`config.mk`:
```
export PLATFORM = sky130hd
export DESIGN_NAME = instr_fetch_unit
export DESIGN_NICKNAME = d
export VERILOG_FILES = /design/src/rtl/instr_fetch_unit.sv
export SDC_FILE = /design/constraint.sdc
export NUM_CORES = 1
export LEC_CHECK = 0
export ABC_AREA = 1
export CORE_ASPECT_RATIO = 1.25
export CORE_MARGIN = 2
export CORE_UTILIZATION = 55
export DETAILED_ROUTE_END_ITERATION = 12
export HOLD_SLACK_MARGIN = 0.05
export PLACE_DENSITY_LB_ADDON = 0.2
export SLEW_MARGIN = 20
export SYNTH_ARGS = -nofsm -noshare
export SYNTH_HDL_FRONTEND = slang
export SYNTH_SLANG_ARGS = --single-unit
```
`constraint.sdc`:
```
create_clock -name clk -period 7.2 [get_ports clk]
set_clock_uncertainty 0.15 [all_clocks]
set_input_delay 0.72 -clock clk [delete_from_list [all_inputs] [get_ports clk]]
set_output_delay 0.72 -clock clk [all_outputs]
set_load 0.01 [all_outputs]
```
`src/rtl/instr_fetch_unit.sv`:
```
// Instruction fetch front end: PC, imem req/ack handshake, next-PC select.
// Define FETCH_TIMEOUT_EN to add the sticky fetch_err ack-timeout watchdog.
module instr_fetch_unit #(
  parameter logic [31:0] RESET_PC = 32'h0000_0000,
  parameter int unsigned TIMEOUT  = 15
) (
  input  logic        clk,
  input  logic        rst,
  output logic        imem_req,
  output logic [31:0] imem_addr,
  input  logic        imem_ack,
  input  logic [31:0] imem_rdata,
  output logic [31:0] instr,
  output logic [5:0]  op,
  output logic        instr_valid,
  input  logic        advance,
  input  logic        jump,
  input  logic        branch,
  input  logic        zero,
  output logic [31:0] pc,
  output logic        fetch_err
);

  localparam logic [31:0] PC0 = RESET_PC & 32'hFFFF_FFFC;

  typedef enum logic [1:0] {
    IDLE,
    FETCH,
    EXEC
  } state_t;

  state_t      state;
  state_t      state_nx;
  logic        take_ack;
  logic        take_adv;
  logic [31:0] pc4;
  logic [31:0] br_off;
  logic [31:0] pc_nx;

`ifdef FETCH_TIMEOUT_EN
  localparam int CW = $clog2(TIMEOUT + 1);
  localparam logic [CW-1:0] LAST = CW'(TIMEOUT - 1);
  logic [CW-1:0] cnt;
  logic          tmo;
`endif

  assign imem_addr = pc;
  assign op        = instr[31:26];

  always_comb begin
    state_nx = state;
    imem_req = 1'b0;
    take_ack = 1'b0;
    take_adv = 1'b0;
`ifdef FETCH_TIMEOUT_EN
    tmo      = 1'b0;
`endif
    unique case (state)
      IDLE: state_nx = FETCH;
      FETCH: begin
        imem_req = 1'b1;
        if (imem_ack) begin
          take_ack = 1'b1;
          state_nx = EXEC;
        end
`ifdef FETCH_TIMEOUT_EN
        else if (cnt == LAST) begin
          tmo      = 1'b1;
          state_nx = IDLE;
        end
`endif
      end
      EXEC: begin
        if (advance) begin
          take_adv = 1'b1;
          state_nx = FETCH;
        end
      end
      default: state_nx = IDLE;
    endcase
  end

  // Only a clean 0 on jump / 1 on branch redirects; anything else is sequential.
  always_comb begin
    pc4    = pc + 32'd4;
    br_off = {{14{instr[15]}}, instr[15:0], 2'b00};
    if (!jump)
      pc_nx = {pc4[31:28], instr[25:0], 2'b00};
    else if (branch && zero)
      pc_nx = pc4 + br_off;
    else
      pc_nx = pc4;
  end

  always_ff @(posedge clk) begin
    if (rst) begin
      state       <= IDLE;
      pc          <= PC0;
      instr       <= 32'h0;
      instr_valid <= 1'b0;
    end else begin
      state <= state_nx;
      if (take_ack) begin
        instr       <= imem_rdata;
        instr_valid <= 1'b1;
      end
      if (take_adv) begin
        pc          <= pc_nx;
        instr_valid <= 1'b0;
      end
    end
  end

`ifdef FETCH_TIMEOUT_EN
  // Counter is held at zero outside FETCH, so it restarts on every entry.
  always_ff @(posedge clk) begin
    if (rst) begin
      cnt       <= '0;
      fetch_err <= 1'b0;
    end else begin
      if (state != FETCH)
        cnt <= '0;
      else if (!imem_ack && !tmo)
        cnt <= cnt + CW'(1);
      if (tmo)
        fetch_err <= 1'b1;
    end
  end
`else
  assign fetch_err = 1'b0;
`endif

endmodule

```
==> flow_summary_export.csv <==
group,metric,value,unit
outcome,outcome,"finished clean",
yosys,synthFlopType,"dfxtp_1",
global_routing,grt_usage,34.2,%
global_routing,overflow,0,
power_and_ir_drop,total_power,1.06,mW
critical_path,cpMaxStageDelayCell,"dfxtp_1",
yosys,syn_area_per_cell,5.84,um2
critical_path,crit_arrival,3.61,ns
floorplan,dieArea,0.0122,mm2
power_and_ir_drop,power.switching,0.299,mW
min_path,hold_class,"reg -> reg",
power_and_ir_drop,p_comb_share,17.5,%
global_routing,grt_pass1_vias,6688,
clock_network,cts_resized,0,
yosys,synth_edf_count,0,
cells_and_area,area_delta_synth_final,24.4,%
yosys,synth_cells,1063,
clock_network,numCtsBuffers,9,
yosys,synth_top_family_by_area,"simple AND/OR/NAND/NOR gates",
timing,hold_viol,0,
min_path,holdPathStages,2,
critical_path,critPathMostFrequentCell,"nand2_1",
critical_path,cp_top_family,"simple AND/OR/NAND/NOR gates",
placed_design,dp_hpwl,15.9,mm
min_path,min_to,"instr_valid",
floorplan,boundaryPins,144,
routing,initialDrtViolationCount,521,
global_routing,grt_pass1_wl,32.9,mm
critical_path,rr_worst_depth,19,
power_and_ir_drop,leakage,3.67,nW
yosys,ys_types,43,
yosys,yosys.area.top_type,"nand2_1",
clock_network,cts.sinks,65,
placed_design,place_ws,3.56,ns
yosys,synth_mux_area_share,0,%
timing,period_share,49.0,%
timing,max_freq,0.284,GHz
routing,ant_nets,0,
yosys,synth_top_area_share,21.6,%
critical_path,worstPathCellList,"ha_1, inv_1, nor2_4, nand2_4, nor2_4, xor2_1, ha_1, nand2_1, nor2_1, and2_1, nand2_1, nand2_1, nand2_1, nand2_1, nand2_1, nand3_1, nand2_1, nand2_1, nand2_1",
yosys,yosysSeqAreaShare,20.9,%
critical_path,reg2reg_to,"imem_addr[23]",
yosys,synth_xor_area_share,2.82,%
yosys,synth_compound_area_share,13.5,%
power_and_ir_drop,power.internal,0.761,mW
timing,fin_ws,3.67,ns
clock_network,h-tree-depth,3,
timing,finalCriticalPeriod,3.53,ns
global_routing,antenna_found_initial,0,
timing,worstMarginPinSlew,1.13,ns
cells_and_area,fin_nets,1232,
floorplan,rows,43,
power_and_ir_drop,p_per_area,137,mW/mm2
yosys,yosys_warnings,0,
timing,setup_viol,0,
timing,slew_headroom,24.5,%
yosys,synth_simple_gate_area_share,39.6,%
floorplan,start_util,56.3,%
placed_design,portBuffers,138,
cells_and_area,diodes,0,
yosys,synth_fa_ha_area_share,7.77,%
routing,drc_errors,0,
critical_path,path_class,"reg -> reg",
critical_path,reg2reg_slack,3.67,ns
clock_network,cts_hold_buf,0,
global_routing,grt_max_degree,33,
timing,hold_ws,0.303,ns
clock_network,cts-root-buf,"clkbuf_16",
placed_design,gp_congestion,1.02,
power_and_ir_drop,clock_power_share,45.4,%
timing,drv_slew,0,
routing,viasPerCell,5.48,
yosys,netlist_area,0.00621,mm2
placed_design,place_inst,1279,
cells_and_area,drive_gt1_share,4.49,%
critical_path,start_kind,"flip-flop",
yosys,synthTopCellsByArea,"nand2_1, dfxtp_1, inv_1, ha_1, a21oi_1",
routing,wire_per_inst,16.0,um
yosys,ys_seq_elements,65,
power_and_ir_drop,swShare,28.2,%
timing,tns,0,ns
critical_path,timing.rr.start,"imem_addr[2]",
floorplan,die_w,99.1,um
routing,drt-pass1-iter-count,5,
yosys,async_flop_share,0,%
clock_network,tritoncts,"done",
cells_and_area,fin_cells,1294,
power_and_ir_drop,seqPwrFrac,37.1,%
run,drv_cap,0,
floorplan,coreArea,0.0110,mm2
floorplan,dieHeight,123,um
clock_network,clk_path_buf_depth,2,
routing,wirelength,20.7,mm
critical_path,critical_path_buf_inv_count,1,
clock_network,insertion_delay,0.34,ns
clock_network,post-cts-setup-buffers,0,
critical_path,crit_required,7.29,ns
critical_path,crit_path_max_fanout,9,
routing,num_vias,7092,
clock_network,clkTransAtPathRegs,0.06,ns
critical_path,endpoint_kind,"flip-flop",
critical_path,crit_path_max_incr_delay,0.54,ns
power_and_ir_drop,vdd_ir_drop_max,0.151,mV
timing,rsz0062_at_grt,"no",
min_path,timing.hold.worst.start,"instr_valid",
power by group through the flow:
stage	combinational (mW)	sequential, mW	clock (mW)
2_1_floorplan	0.0990	0.402	0
3_3_place_gp	0.181	0.400	0
3_5_place_dp	0.182	0.401	0
4_1_cts	0.183	0.393	0.480
5_1_grt	0.203	0.395	0.497
6_report	0.185	0.393	0.482
cells by family (layout without fill, tap and decap cells):
| group | after synthesis | after routing |
|---|---|---|
| adders and majority gates | 38 | 38 |
| buffers and inverters | 212 | 304 |
| other | 1 | 5 |
| xor gates and xnor gates | 20 | 20 |
| DFF | 65 | 65 |
| and+or+nand+nor | 571 | 571 |
| AOI/OAI and AO/OA | 156 | 156 |
metal layers:
metal	share of wire [%]	track usage (%)	vias up
met5	0	0	-
met4	4.3	16.0	0
met3	8.2	5.75	64
met2	47	58.3	343
met1	40	42.0	3181
li1	-	-	3504
Yosys cell counts, types with 7 or more instances:
master	instances
nor3_1	7
nand3_1	78
ha_1	37
o21ai_0	40
a21oi_1	91
nand4_1	12
buf_4	41
inv_1	142
nor2_1	75
nand2_1	357
clkbuf_1	22
dfxtp_1	65
xor2_1	17
worst min-delay path, cell delays in order, from the launching register on:
cell     delay [ns]
dfxtp_1        0.31
inv_1          0.05
a21oi_1        0.05
metrics by stage:
step / utilization, % / area [um2]
5_1_grt: 70.0 / 7720
4_1_cts: 70.0 / 7720
6_report: 70.0 / 7720
3_3_place_gp: 67.2 / 7410
2_1_floorplan: - / 6230
3_5_place_dp: 67.2 / 7410
placed cells by master, fill, tap and decap left out, types with 3 or more instances in the layout:
cell / Yosys / routed
a21o_1: 3 / 3
a21oi_1: 91 / 91
and2_1: 5 / 5
buf_4: 41 / 4
clkbuf_16: 0 / 9
clkdlybuf4s50_1: 0 / 138
conb_1: 1 / 5
dfxtp_1: 65 / 65
ha_1: 37 / 37
inv_1: 142 / 142
inv_2: 4 / 4
nand2_1: 357 / 357
nand2_2: 6 / 6
nand3_1: 78 / 78
nand3b_1: 5 / 5
nand4_1: 12 / 12
nor2_1: 75 / 75
nor2_2: 3 / 3
nor2_4: 6 / 6
nor3_1: 7 / 7
nor3b_1: 3 / 3
o211ai_1: 4 / 4
o21ai_0: 40 / 40
o21ai_1: 5 / 5
o21bai_1: 6 / 6
or2_2: 4 / 4
xnor2_1: 3 / 3
xor2_1: 17 / 17
final cells by class:
cell class | instances | area, um2
clock inverter | 6 | 92.6
sequential | 65 | 1300
tap | 135 | 169
timing repair buffer | 142 | 1410
clock buffer | 9 | 225
fill | 1035 | 3300
multi-input combinational | 790 | 3970
inverter | 147 | 552
sequential cells by signal, indices dropped and copies added, names as in the netlist:
name,cells
imem_addr,30
instr,32
instr_valid,1
state,2
worst max path at each step:
| stage | startpoint | depth (start not counted) | slack (ns) | endpoint |
|---|---|---|---|---|
| detailed placement | rst | 5 | 3.56 | imem_addr[5] |
| floorplan | imem_addr[2] | 19 | 4.27 | imem_addr[29] |
| global route | imem_addr[2] | 18 | 3.36 | imem_addr[22] |
| finish | imem_addr[2] | 19 | 3.67 | imem_addr[23] |
| global placement | rst | 5 | 3.59 | imem_addr[5] |
| CTS | imem_addr[2] | 18 | 3.74 | imem_addr[22] |
Power figures use the tool's default switching activity.
